[src/rtl/lq_agen_pkg.sv]
// Shared generate/transmit types and the lookahead merge used by the LQ AGEN trees.
package lq_agen_pkg;

  typedef struct packed {
    logic g;
    logic t;
  } gt_t;

  // hi is the more significant span; a carry out of lo passes through hi when t_hi is set
  function automatic gt_t gt_merge(input logic g_hi, input logic t_hi,
                                   input logic g_lo, input logic t_lo);
    gt_t r;
    r.g = g_hi | (t_hi & g_lo);
    r.t = t_hi & t_lo;
    return r;
  endfunction

endpackage

[src/rtl/lq_agen_gtgrp.sv]
// Combinational group generate/transmit tree over GRP active-low bits (bit 0 = MSB).
module lq_agen_gtgrp
  import lq_agen_pkg::*;
#(
  parameter int unsigned GRP = 8
) (
  input  logic [0:GRP-1] x_b,
  input  logic [0:GRP-1] y_b,
  output logic           g,
  output logic           t
);

  localparam int unsigned LVLS = $clog2(GRP);

  logic [0:GRP-1] g_w;
  logic [0:GRP-1] t_w;
  gt_t            m;

  // In-place radix-2 reduction: at each level slot j absorbs slot j+span, so slot 0 ends up covering the group.
  always_comb begin
    g_w = ~x_b & ~y_b;
    t_w = ~x_b | ~y_b;
    m   = '0;
    for (int unsigned lvl = 0; lvl < LVLS; lvl++) begin
      for (int unsigned j = 0; j < GRP; j++) begin
        if ((j % (32'd2 << lvl)) == 32'd0) begin
          m = gt_merge(g_w[j], t_w[j],
                       g_w[(j + (32'd1 << lvl)) % GRP], t_w[(j + (32'd1 << lvl)) % GRP]);
          g_w[j] = m.g;
          t_w[j] = m.t;
        end
      end
    end
    g = g_w[0];
    t = t_w[0];
  end

endmodule

[src/rtl/lq_agen_glbloc_pipe.sv]
// Two-stage pipelined group lookahead tree for the LQ AGEN adder with valid/ready, stall and flush.
module lq_agen_glbloc_pipe
  import lq_agen_pkg::*;
#(
  parameter int unsigned WIDTH = 64,
  parameter int unsigned GRP   = 8,
  parameter int unsigned TAGW  = 6
) (
  input  logic                   clk,
  input  logic                   rst,
  input  logic                   flush,
  input  logic                   in_valid,
  output logic                   in_ready,
  input  logic [0:WIDTH-1]       x_b,
  input  logic [0:WIDTH-1]       y_b,
  input  logic                   ci,
  input  logic [0:TAGW-1]        in_tag,
  output logic                   out_valid,
  input  logic                   out_ready,
  output logic [0:WIDTH/GRP-1]   g_grp,
  output logic [0:WIDTH/GRP-1]   t_grp,
  output logic [0:WIDTH/GRP-1]   c_grp,
  output logic                   g_all,
  output logic                   t_all,
  output logic                   co,
  output logic [0:TAGW-1]        out_tag
);

  localparam int unsigned NG = WIDTH / GRP;

  logic [0:NG-1]   g_grp_c, t_grp_c;
  logic            adv1, adv2, push, load2;

  logic            v1_q, v1_d, v2_q, v2_d;
  logic [0:NG-1]   g1_q, g1_d, t1_q, t1_d;
  logic            ci1_q, ci1_d;
  logic [0:TAGW-1] tag1_q, tag1_d;

  logic [0:NG-1]   c_s2;
  gt_t             all_s2;

  logic [0:NG-1]   g2_q, g2_d, t2_q, t2_d, c2_q, c2_d;
  logic            gall2_q, gall2_d, tall2_q, tall2_d, co2_q, co2_d;
  logic [0:TAGW-1] tag2_q, tag2_d;

  for (genvar k = 0; k < NG; k++) begin : g_tree
    lq_agen_gtgrp #(.GRP(GRP)) u_gtgrp (
      .x_b (x_b[k*GRP +: GRP]),
      .y_b (y_b[k*GRP +: GRP]),
      .g   (g_grp_c[k]),
      .t   (t_grp_c[k])
    );
  end

  // in_ready is forced during rst so upstream never sees a stall while the pipe is being cleared
  always_comb begin
    adv2     = ~v2_q | out_ready;
    adv1     = ~v1_q | adv2;
    in_ready = adv1 | rst;
    push     = in_valid & adv1 & ~flush;
    load2    = adv2 & v1_q & ~flush;
  end

  // Carry ripples from the LSB group (NG-1) toward group 0; the global g/t fold follows the same order.
  always_comb begin
    c_s2         = '0;
    c_s2[NG-1]   = ci1_q;
    all_s2.g     = g1_q[NG-1];
    all_s2.t     = t1_q[NG-1];
    for (int unsigned i = 1; i < NG; i++) begin
      c_s2[NG-1-i] = g1_q[NG-i] | (t1_q[NG-i] & c_s2[NG-i]);
      all_s2       = gt_merge(g1_q[NG-1-i], t1_q[NG-1-i], all_s2.g, all_s2.t);
    end
  end

  always_comb begin
    v1_d   = adv1 ? push : v1_q;
    v2_d   = adv2 ? v1_q : v2_q;
    if (flush) begin
      v1_d = 1'b0;
      v2_d = 1'b0;
    end
    g1_d   = push ? g_grp_c : g1_q;
    t1_d   = push ? t_grp_c : t1_q;
    ci1_d  = push ? ci      : ci1_q;
    tag1_d = push ? in_tag  : tag1_q;

    g2_d    = load2 ? g1_q                           : g2_q;
    t2_d    = load2 ? t1_q                           : t2_q;
    c2_d    = load2 ? c_s2                           : c2_q;
    gall2_d = load2 ? all_s2.g                       : gall2_q;
    tall2_d = load2 ? all_s2.t                       : tall2_q;
    co2_d   = load2 ? (all_s2.g | (all_s2.t & ci1_q)) : co2_q;
    tag2_d  = load2 ? tag1_q                         : tag2_q;
  end

  always_ff @(posedge clk) begin
    if (rst) begin
      v1_q    <= 1'b0;
      v2_q    <= 1'b0;
      g1_q    <= '0;
      t1_q    <= '0;
      ci1_q   <= 1'b0;
      tag1_q  <= '0;
      g2_q    <= '0;
      t2_q    <= '0;
      c2_q    <= '0;
      gall2_q <= 1'b0;
      tall2_q <= 1'b0;
      co2_q   <= 1'b0;
      tag2_q  <= '0;
    end else begin
      v1_q    <= v1_d;
      v2_q    <= v2_d;
      g1_q    <= g1_d;
      t1_q    <= t1_d;
      ci1_q   <= ci1_d;
      tag1_q  <= tag1_d;
      g2_q    <= g2_d;
      t2_q    <= t2_d;
      c2_q    <= c2_d;
      gall2_q <= gall2_d;
      tall2_q <= tall2_d;
      co2_q   <= co2_d;
      tag2_q  <= tag2_d;
    end
  end

  assign out_valid = v2_q;
  assign g_grp     = g2_q;
  assign t_grp     = t2_q;
  assign c_grp     = c2_q;
  assign g_all     = gall2_q;
  assign t_all     = tall2_q;
  assign co        = co2_q;
  assign out_tag   = tag2_q;

endmodule

[config.mk]
export PLATFORM = sky130hd
export DESIGN_NAME = lq_agen_glbloc_pipe
export DESIGN_NICKNAME = d
export VERILOG_FILES = /design/src/rtl/lq_agen_pkg.sv /design/src/rtl/lq_agen_gtgrp.sv /design/src/rtl/lq_agen_glbloc_pipe.sv
export SDC_FILE = /design/constraint.sdc
export NUM_CORES = 1
export LEC_CHECK = 0
export CAP_MARGIN = 40
export CELL_PAD_IN_SITES_DETAIL_PLACEMENT = 1
export CELL_PAD_IN_SITES_GLOBAL_PLACEMENT = 1
export CORE_ASPECT_RATIO = 0.8
export CORE_UTILIZATION = 28
export DETAILED_ROUTE_END_ITERATION = 10
export PLACE_DENSITY_LB_ADDON = 0.1
export SKIP_CTS_REPAIR_TIMING = 1
export SKIP_LAST_GASP = 1
export SLEW_MARGIN = 20
export SYNTH_ARGS = -nofsm -noshare
export SYNTH_HDL_FRONTEND = slang
export SYNTH_HIERARCHICAL = 1
export SYNTH_SLANG_ARGS = --single-unit
[constraint.sdc]
create_clock -name clk -period 4.2 [get_ports clk]
set_input_delay 0.42 -clock clk [delete_from_list [all_inputs] [get_ports clk]]
set_output_delay 0.42 -clock clk [all_outputs]
set_load 0.01 [all_outputs]
==> metrics.md <==
| Metric | Value |
|---|---|
| Status | completed |
| HP Class | reg -> reg |
| Int Power | 1.35 mW |
| Die width | around 120 um |
| Port bufs | approximately 170 |
| Post-synth EDFFs | 0 |
| Gr ovfl total | 0 |
| Fill cell count | ~1300 |
| Seq cells post-synth | slightly below 60 |
| GRT Total Usage | 0.205 |
| Mapped Avg Cell Area | roughly 7.3 sq um |
| Post-synth ARST share | 0 |
| Sw Share | 0.224 |
| Initial core utilization | 0.290 |
| Largest net degree at the start of global routing | slightly above 60 |
| Post-Syn Area | 3170 sq um |
| Design Area, Final | about 5400 sq um |
| Slew @ Worst Pin | about 0.65 ns |
| Num CTS Buffers | 9 |
| Worst setup SP type | input port |
| Max Freq | around 450 MHz |
| Maximum root-to-sink buffer count | 2 |
| DRC Markers | 0 |
| Post-DR wirelength/cell | between 15 and 20 um |
| Core area | 10900 sq um |
| TNS Setup | 0 ns |
| Fin. max-slew vios | 0 |
| Pwr dens | ~320 nW/um^2 |
| Root Buffer | clkbuf_16 |
| Reg clk slew, reported paths | 0.05 ns |
| Synthesized net count | 574 |
| Slew margin rel. | 0.563 |
| Count of cell types in the netlist | 37 |
| Worst path arrival time | ~1.8 ns |
| Power share of the sequential group | 0.333 |
| Vias in the first global route | ~4200 |
| CP Data Required Time | roughly 3.8 ns |
| Routed wire length | 11.8 mm |
| Hold_ws | 0.450 ns |
| Antenna Nets Post-Route | 0 |
| Area after DPL | between 5000 and 6000 sq um |
| Syn Inst Count | approximately 430 |
| Clk_skew | about 0.0053 ns |
| Crit Path Class | in -> out |
| Switching power | 390 uW |
| Leakage | between 1.5 and 2 nW |
| Routed vias | 3952 |
| Seq/Total Area, Yosys | 0.366 |
| Clock period minus worst slack | 2.22 ns |
| DRT Pass-1 Iters | 4 |
| Inserted Diodes | 0 |
| Period utilization | 0.529 |
| Vias per inst | about 5.2 |
| Top_reg_cell synth | dfxtp_1 |
| CTS tree | done |
| Die Y | ~97 um |
| First-pass GRT wire length | a little under 20 mm |
| Worst-Skew Late Latency | approximately 0.32 ns |
| Nets | roughly 740 |
| DIE AREA | between 10000 and 15000 sq um |
| Num ports | between 150 and 200 |
| # rows | 34 |
| Worst setup EP type | output pin |
| Area delta synth->final | 70.8% |
| CTS Sinks | 58 |
| CP max FO | 3 |
| Initial DRC count | between 150 and 200 |
| H-tree levels | 3 |
| Clock group share of total power | 0.492 |
| RSZ-0062 raised after global routing | false |
| Initial antenna violation count | 0 |
| GP Congestion | between 0.8 and 0.9 |
| Max VDD drop | ~210 uV |
| Final setup violation count | 0 |
| Hold Violations, Final | 0 |
| Power share of the combinational group | 0.175 |
| Ys Warns | 6 |
| Final Non-Filler Cells | between 700 and 800 |
| Dpl hpwl | around 9.3 mm |
| Max_cap viols | 0 |
| Inst Count DP | about 740 |
| Layout cells sized above 1 | 0.0542 |
[power groups by stage]
| stage | clock (mW) | sequential (mW) | combinational, mW |
|---|---|---|---|
| after global placement | 0 | 0.590 | 0.289 |
| after floorplan | 0 | 0.586 | 0.110 |
| after global routing | 0.890 | 0.582 | 0.334 |
| after detailed placement | 0 | 0.591 | 0.303 |
| after CTS | 0.868 | 0.580 | 0.305 |
| final | 0.856 | 0.580 | 0.304 |
[area by class of cell]
cell class	count	area, sq um	area share
flip-flops and latches	58	1160	0.214
well taps	144	180	0.0332
clock inverters	5	100	0.0185
clock buffers	11	253	0.0466
multi-input cells	355	1900	0.351
repair buffers	179	1820	0.335
inverters	1	3.75	0.000693
[path summary, 6_finish.rpt]
kind | startpoint | to | slack (ns) | cells past startpoint
worst max-delay path | out_ready | in_ready | 1.98 | 4
worst min register to register | tag1_q[2] | out_tag[2] | 0.45 | 2
worst max register to register | out_valid | c_grp[0] | 2.26 | 5
worst min-delay path | tag1_q[2] | out_tag[2] | 0.45 | 2
[cells by family (layout without fill, tap and decap cells)]
| family | count (synthesis) | count (layout) | synth area share |
|---|---|---|---|
| buf+inv | 21 | 196 | 0.0335 |
| compound gates | 174 | 174 | 0.357 |
| simple gates | 181 | 181 | 0.243 |
| flops | 58 | 58 | 0.366 |
[registers in the layout, indices dropped and copies added (netlist names)]
| name | flops |
|---|---|
| out_valid | 1 |
| v1_q | 1 |
| out_tag | 6 |
| g_all | 1 |
| c_grp | 8 |
| g_grp | 8 |
| co | 1 |
| t_all | 1 |
| tag1_q | 6 |
| t_grp | 8 |
| t1_q | 8 |
| ci1_q | 1 |
| g1_q | 8 |
[through the flow]
stage                     utilization  setup slack (ns)  total power [mW]
after CTS                       0.493              1.97              1.75
after global placement          0.457              1.58             0.880
final                           0.496              1.98              1.74
after global routing            0.496              1.84              1.81
after detailed placement        0.461              1.75             0.894
after floorplan                     -              2.72             0.696
[layer usage]
metal,global-route usage,up-vias,share of wire
met5,0,-,0
li1,-,1959,-
met2,0.371,99,0.50
met1,0.241,1888,0.44
met4,0.0380,0,0.0059
met3,0.0534,6,0.057
[cells in the mapped netlist, drive strengths merged, types with 9 or more instances]
| master | instances | area share |
|---|---|---|
| a22oi | 17 | 0.040 |
| dfxtp | 58 | 0.37 |
| o22ai | 9 | 0.018 |
| nand3 | 9 | 0.014 |
| nand4 | 9 | 0.018 |
| o21ai | 20 | 0.032 |
| a21oi | 76 | 0.12 |
| clkbuf | 10 | 0.012 |
| o31ai | 9 | 0.021 |
| a211oi | 12 | 0.028 |
| nand2 | 111 | 0.13 |
| nor2 | 32 | 0.040 |
| buf | 10 | 0.021 |
[critical path: stages]
cell and delay [ns]:
clkdlybuf4s50_1 0.41, nand3b_1 0.20, or2_2 0.29, clkdlybuf4s50_1 0.48
[layout by cell type (no fill, tap or decap), types with 3 or more instances in the layout]
master / Yosys / layout
o22ai_1: 9 / 9
clkbuf_16: 0 / 9
nand2_1: 111 / 111
nand4_1: 9 / 9
buf_8: 0 / 3
o211ai_2: 8 / 8
o21ai_0: 19 / 19
bufinv_16: 0 / 3
clkdlybuf4s50_1: 0 / 173
dfxtp_1: 58 / 58
nand3_1: 9 / 9
nor3_1: 8 / 8
a211oi_1: 12 / 12
a22oi_1: 17 / 17
a21oi_1: 76 / 76
nor2b_1: 3 / 3
a222oi_1: 8 / 8
nor2_1: 31 / 31
o31ai_1: 9 / 9
a2111oi_0: 8 / 8
Note: power is estimated with default switching activity, not from simulation.
